$ cat src/rtl/opseq_pkg.sv
// Shared types for the operand sequencer:
// FSM state codes, operand registers, debounce default.
package opseq_pkg;

  localparam int DEB_DEFAULT = 16;

  typedef enum logic [1:0] {
    S_A    = 2'd0,
    S_B    = 2'd1,
    S_ADD  = 2'd2,
    S_SHOW = 2'd3
  } state_t;

  typedef struct packed {
    logic [3:0] a;
    logic [3:0] b;
    logic       ci;
    logic [4:0] res;
  } opregs_t;

endpackage

$ cat src/rtl/btn_debounce.sv
// Two-flop synchronizer, stable-count debouncer
// and rising-edge pulse for one raw button.
module btn_debounce
  import opseq_pkg::*;
#(
  parameter int DEB_CYCLES = DEB_DEFAULT
) (
  input  logic clk,
  input  logic rst_n,
  input  logic btn,
  output logic rise
);

  localparam int CW = $clog2(DEB_CYCLES + 1);
  localparam logic [CW-1:0] LAST = CW'(DEB_CYCLES - 1);

  logic          s1;
  logic          s2;
  logic          lvl;
  logic [CW-1:0] cnt;

  // rise is registered on the same edge the level flips
  always_ff @(posedge clk) begin
    if (!rst_n) begin
      s1   <= 1'b0;
      s2   <= 1'b0;
      lvl  <= 1'b0;
      cnt  <= '0;
      rise <= 1'b0;
    end else begin
      s1   <= btn;
      s2   <= s1;
      rise <= 1'b0;
      if (s2 == lvl) begin
        cnt <= '0;
      end else if (cnt == LAST) begin
        cnt  <= '0;
        lvl  <= s2;
        rise <= s2;
      end else begin
        cnt <= cnt + 1'b1;
      end
    end
  end

endmodule

$ cat src/rtl/operand_sequencer.sv
// Operand entry FSM for a 4-bit adder: capture A, B/ci,
// register the sum and show it on the LEDs.
module operand_sequencer
  import opseq_pkg::*;
#(
  parameter int DEB_CYCLES = DEB_DEFAULT
) (
  input  logic       clk,
  input  logic       rst_n,
  input  logic [3:0] sw,
  input  logic       ci_sw,
  input  logic       btn0,
  input  logic       btn1,
  output logic [3:0] a,
  output logic [3:0] b,
  output logic       ci,
  input  logic [4:0] sum_in,
  output logic [4:0] ld,
  output logic [1:0] st
);

  state_t  state;
  state_t  state_n;
  opregs_t ops;
  opregs_t ops_n;
  logic    enter;
  logic    c1;
  logic    clr;

  btn_debounce #(
    .DEB_CYCLES(DEB_CYCLES)
  ) u_btn0 (
    .clk  (clk),
    .rst_n(rst_n),
    .btn  (btn0),
    .rise (enter)
  );

  // clear is a level, synchronized only
  always_ff @(posedge clk) begin
    if (!rst_n) begin
      c1  <= 1'b0;
      clr <= 1'b0;
    end else begin
      c1  <= btn1;
      clr <= c1;
    end
  end

  always_comb begin
    state_n = state;
    ops_n   = ops;
    unique case (state)
      S_A: begin
        if (enter) begin
          ops_n.a = sw;
          state_n = S_B;
        end
      end
      S_B: begin
        if (enter) begin
          ops_n.b  = sw;
          ops_n.ci = ci_sw;
          state_n  = S_ADD;
        end
      end
      S_ADD: begin
        ops_n.res = sum_in;
        state_n   = S_SHOW;
      end
      S_SHOW: begin
        if (enter) state_n = S_A;
      end
      default: state_n = S_A;
    endcase
    if (clr) begin
      state_n = S_A;
      ops_n   = '0;
    end
  end

  always_ff @(posedge clk) begin
    if (!rst_n) begin
      state <= S_A;
      ops   <= '0;
    end else begin
      state <= state_n;
      ops   <= ops_n;
    end
  end

  always_comb begin
    ld = ops.res;
    unique case (state)
      S_A, S_B: ld = {1'b0, sw};
      default:  ld = ops.res;
    endcase
  end

  assign a  = ops.a;
  assign b  = ops.b;
  assign ci = ops.ci;
  assign st = state;

endmodule

$ cat config.mk
export PLATFORM = sky130hd
export DESIGN_NAME = operand_sequencer
export DESIGN_NICKNAME = d
export VERILOG_FILES = /design/src/rtl/opseq_pkg.sv /design/src/rtl/btn_debounce.sv /design/src/rtl/operand_sequencer.sv
export SDC_FILE = /design/constraint.sdc
export NUM_CORES = 1
export LEC_CHECK = 0
export CORE_AREA = 2 2 56 58
export CTS_CLUSTER_DIAMETER = 30
export DETAILED_ROUTE_END_ITERATION = 8
export DIE_AREA = 0 0 58 60
export PLACE_DENSITY = 0.72
export SLEW_MARGIN = 5
export SYNTH_ARGS = -nofsm -noshare
export SYNTH_HDL_FRONTEND = slang
export SYNTH_SLANG_ARGS = --single-unit
$ cat constraint.sdc
create_clock -name clk -period 1.55 [get_ports clk]
set_input_delay 0.31 -clock clk [delete_from_list [all_inputs] [get_ports clk]]
set_output_delay 0.31 -clock clk [all_outputs]
set_load 0.03 [all_outputs]
### Yosys cells after proc, flatten, opt, wreduce, memory -nomap -nowiden

Index checks and enable logic that the tools add are counted.

| operators by class | value |
|---|---|
| add/subtract/negate cells | 1 |
| multiply operators | 0 |
| div/mod/pow operators | 0 |
| order comparisons | 0 |
| eq/ne operators | 8 |
| shift-type cells | 0 |
| muxes and demuxes | 5 |
| bitwise logic cells | 3 |
| reductions and logical operators | 9 |

Operator list:

| cell | number |
|---|---|
| one-hot mux 2 bit (4 select lines) | 1 |
| two-way mux 2 bit | 3 |
| != test 2 x 1 -> 1 bit (second input constant) | 3 |
| AND reduction 2 bit | 3 |
| OR reduction 3 bit | 2 |
| adder 5 x 1 -> 5 bit (second input constant) | 1 |
| == test 5 x 4 -> 1 bit (second input constant) | 1 |
| two-way mux 5 bit | 1 |
| == test 2 bit (second input constant) | 2 |
| OR reduction 2 bit | 2 |
| NOT 1 bit | 3 |
| AND reduction 3 bit | 1 |
| == test 2 x 1 -> 1 bit (second input constant) | 1 |
| zero test 2 bit | 1 |
| == test 1 bit | 1 |

| word-level totals | value |
|---|---|
| bits in registers | 27 |
| bits in latches | 0 |
| RAM bits | 0 |
| bits in read-only memories | 0 |
| bits of input ports | 14 |
| output and inout port bits | 16 |
| word-level logic and storage cells | 38 |
| memories | 0 |

### Logic depth before layout (Yosys ltp)

| logic depth | value |
|---|---|
| word-level depth | 3 |
| depth in mapped cells | 6 |

### Modules after synthesis

Synthesis repeated with hierarchy kept, for this count alone.

| unflattened totals | value |
|---|---|
| cells, all modules | 122 |
| area, all modules | 1177.4 um2 |

Modules (own cells, without submodules):

| module | instances | cells each | area an instance (um2) |
|---|---|---|---|
| operand_sequencer | 1 | 93 | 857.1 |
| btn_debounce | 1 | 29 | 320.3 |

### Worst setup path before layout

No wires, ideal clock.

| timing path | value |
|---|---|
| kind | register to output |
| start | register state[0], in the netlist st[0] |
| end | output port ld[0] |
| arrival | 1.574 ns |
| slack | -0.334 ns |
| stages on the path, launching flop included | 6 |
| path through | dfxtp_1 > inv_1 > ha_1 > buf_4 > nor2_4 > mux2_2 |

| between the ends | value |
|---|---|
| word-level cells in the longest chain between the ends | 3 |
| elaborated cells between the ends (all ways) | 4 |
| classes of those cells | 1 x eq/ne; 1 x mux; 2 x reduce/logical |

Ends and longest elaborated chain:

| element | RTL line | RTL |
|---|---|---|
| start, declared | operand_sequencer.sv:22 | `state_t state;` |
| start signal, assigned | operand_sequencer.sv:87 | `state <= state_n;` |
| == test 2 x 1 -> 1 bit or zero test 2 bit (tied branches) | operand_sequencer.sv:94 | `unique case (state)` |
| OR reduction 2 bit * | operand_sequencer.sv:94 |  |
| two-way mux 5 bit * | operand_sequencer.sv:94 |  |
| end, declared | operand_sequencer.sv:18 | `output logic [4:0] ld,` |

Mark *: on every way between the ends. The rest lies on a longest branch, timed or not.

### Worst setup path after layout

| timing path | value |
|---|---|
| start | register state[0], in the netlist st[0] |
| end | output port ld[2] |

The elaborated chain is that of the path after synthesis.

==> impl_metrics.csv <==
group,metric,value,unit
outcome,status,"finished with violations",
synth,async_flop_share,0,%
power_and_ir_drop,power_density,677,nW/um^2
detailed_routing,drt-initial-drc-count,19,
job,max_cap_viol_count,0,
placement,dp_hpwl,1.66,mm
detailed_routing,drc_errors,0,
timing,finalCritPeriodShare,126,%
finish,drive_above_1_share,25.6,%
synth,syn-instance-count,122,
setup_path,critical_path.startpoint_type,"flip-flop",
clocking,worstSkewPairLatency,0.32,ns
grt,grt_use_total,14.9,%
detailed_routing,routed_via_density,4.78,
detailed_routing,post_drt_wl_per_cell,11.7,microns
finish,mostFrequentLayoutCell,"dfxtp_1",
clocking,hold_buffers,0,
timing,fin_tns_setup,-1.70,ns
timing,worst_slack,-0.401,ns
floorplan,ios,30,
floorplan,start_util,41.1,%
grt,overflow,0,
detailed_routing,wl,2.20,mm
timing,relSlewSlack,66.9,%
synth,synthesis.nets,142,
timing,slew_viol_final,0,
grt,antenna_found_initial,0,
clocking,cts_root_buffer,"clkbuf_4",
clocking,cts_sinks,27,
clocking,cts_buffer_depth,2,
synth,netlist_area,1190,sq um
placement,postPlaceCellArea,1550,sq um
setup_path,arrival,1.64,ns
placement,gp_congestion,0.684,
synth,synth-seq-area-share,45.3,%
setup_path,path_class,"reg2out",
timing,fmax,512,MHz
power_and_ir_drop,ir_drop,437,uV
clocking,cts_buffers,3,
finish,diodes,0,
finish,layout_common_cells,"25 x dfxtp_1, 13 x clkdlybuf4s50_1, 13 x buf_4",
floorplan,die-area,3480,sq um
timing,finalHoldViolCount,0,
clocking,cts_tree,"yes",
power_and_ir_drop,p_leak,0.000663,uW
timing,rsz0062_at_grt,"yes",
synth,ys.flop_type,"dfxtp_1",
synth,avgSynthCellArea,9.78,sq um
setup_path,required,1.24,ns
timing,tightest_slew,0.495,ns
synth,synth_cell_types,27,
synth,synth-edff-count,0,
placement,port_buffers,29,
timing,setup_viol,5,
timing,clock_skew,0.00562,ns
finish,design_area,1610,sq um
outcome,violations,"negative setup slack",
synth,ys_warn_count,0,
floorplan,die_w,58,microns
finish,area_growth,35.0,%
detailed_routing,drt_first_pass_iters,4,
clocking,path_clk_slew,0.13,ns
floorplan,fp.coreArea,2900,sq um
grt,grt_pass1_wl,3.94,mm
floorplan,die_height,60,microns
clocking,cts.htree.levels,1,
timing,min_period,1.95,ns
grt,grt_max_degree,16,
detailed_routing,vias,903,
worst_hold_path,min_path_type,"reg2reg",
finish,nets,177,
synth,synth.ff_latch_count,27,
detailed_routing,ant_nets,0,
floorplan,rows,20,
setup_path,endpoint_kind,"primary output",
grt,grt_pass1_vias,903,
setup_path,critPathMaxFanout,4,
## layout make-up
class | count | area [sq um]
fill | 252 | 1290
multi-input combinational | 77 | 574
sequential | 27 | 548
timing repair buffer | 43 | 398
tap | 33 | 41.3
clock buffer | 4 | 26.3
inverter | 5 | 23.8
## sequential cells by signal, summed over array words and instances, names as in the netlist
name / flops
u_btn0.rise: 1
clr: 1
u_btn0.lvl: 1
ci: 1
a: 4
b: 4
ops: 5
u_btn0.cnt: 5
st: 2
c1: 1
u_btn0.s1: 1
u_btn0.s2: 1
## stage by stage
step	std cells	util (%)	total power [uW]	worst slack, ns	hold WS [ns]
6_report	189	55.5	1090	-0.401	0.448
5_1_grt	189	55.5	1140	-0.467	0.472
4_1_cts	188	55.3	1110	-0.421	0.455
3_5_place_dp	183	53.5	809	-0.407	0.422
3_3_place_gp	183	53.5	808	-0.384	0.414
2_1_floorplan	122	-	750	-0.0379	0.412
## power by group
| group | switching (uW) | internal [uW] | total [uW] |
|---|---|---|---|
| sequential | 2.04 | 696 | 698 |
| combinational | 39.6 | 58.6 | 98.2 |
| clock | 194 | 101 | 295 |
| total | 236 | 855 | 1090 |
## cells in the mapped netlist, types with 4 or more instances
cell	count	area (sq um)
a21oi_1	9	45.0
and2_1	5	31.3
buf_4	10	75.1
dfxtp_1	27	541
ha_1	6	75.1
inv_1	5	18.8
mux2_2	4	45.0
mux2i_1	6	60.1
nand2_1	11	41.3
nand3_1	10	50.1
nor2_1	11	41.3
## metal layers
layer / GRT usage (%) / wire length (microns) / vias to the layer above
met2: 27.1 / 1130 / 24
met1: 17.6 / 949 / 407
met4: 5.98 / 29 / 0
li1: - / - / 468
met3: 1.95 / 97 / 4
met5: 0 / 0 / -
## final timing paths
path / startpoint / end / slack [ns] / cells after the start
worst max-delay path: st[0] / ld[2] / -0.40 / 6
worst max register to register: u_btn0.cnt[0] / u_btn0.cnt[2] / 0.14 / 5
worst min register to register: c1 / clr / 0.45 / 1
worst min-delay path: c1 / clr / 0.45 / 1
## kinds of logic (layout without fill, tap and decap cells)
| logic type | Yosys count | in the layout | share of synthesized area (%) |
|---|---|---|---|
| simple gates | 46 | 46 | 21.0 |
| flops | 27 | 27 | 45.3 |
| buf+inv | 18 | 52 | 10.2 |
| compound gates | 12 | 12 | 6.29 |
| mux | 10 | 10 | 8.80 |
| fa+ha+maj | 6 | 6 | 6.29 |
| xor+xnor | 3 | 3 | 2.20 |
## critical path, cell delays in order (launching register included)
cell     delay, ns
dfxtp_4       0.41
inv_4         0.04
ha_4          0.16
nor2_4        0.15
buf_12        0.13
mux2_4        0.30
buf_6         0.14
## what timing repair did
action | in CTS | in global routing
gates resized for setup | 42 | 3
pin swaps | 1 | 1
endpoints found under the setup margin | 16 | 8
buffers inserted | 1 | 1
Note: power is estimated with default switching activity, not from simulation.
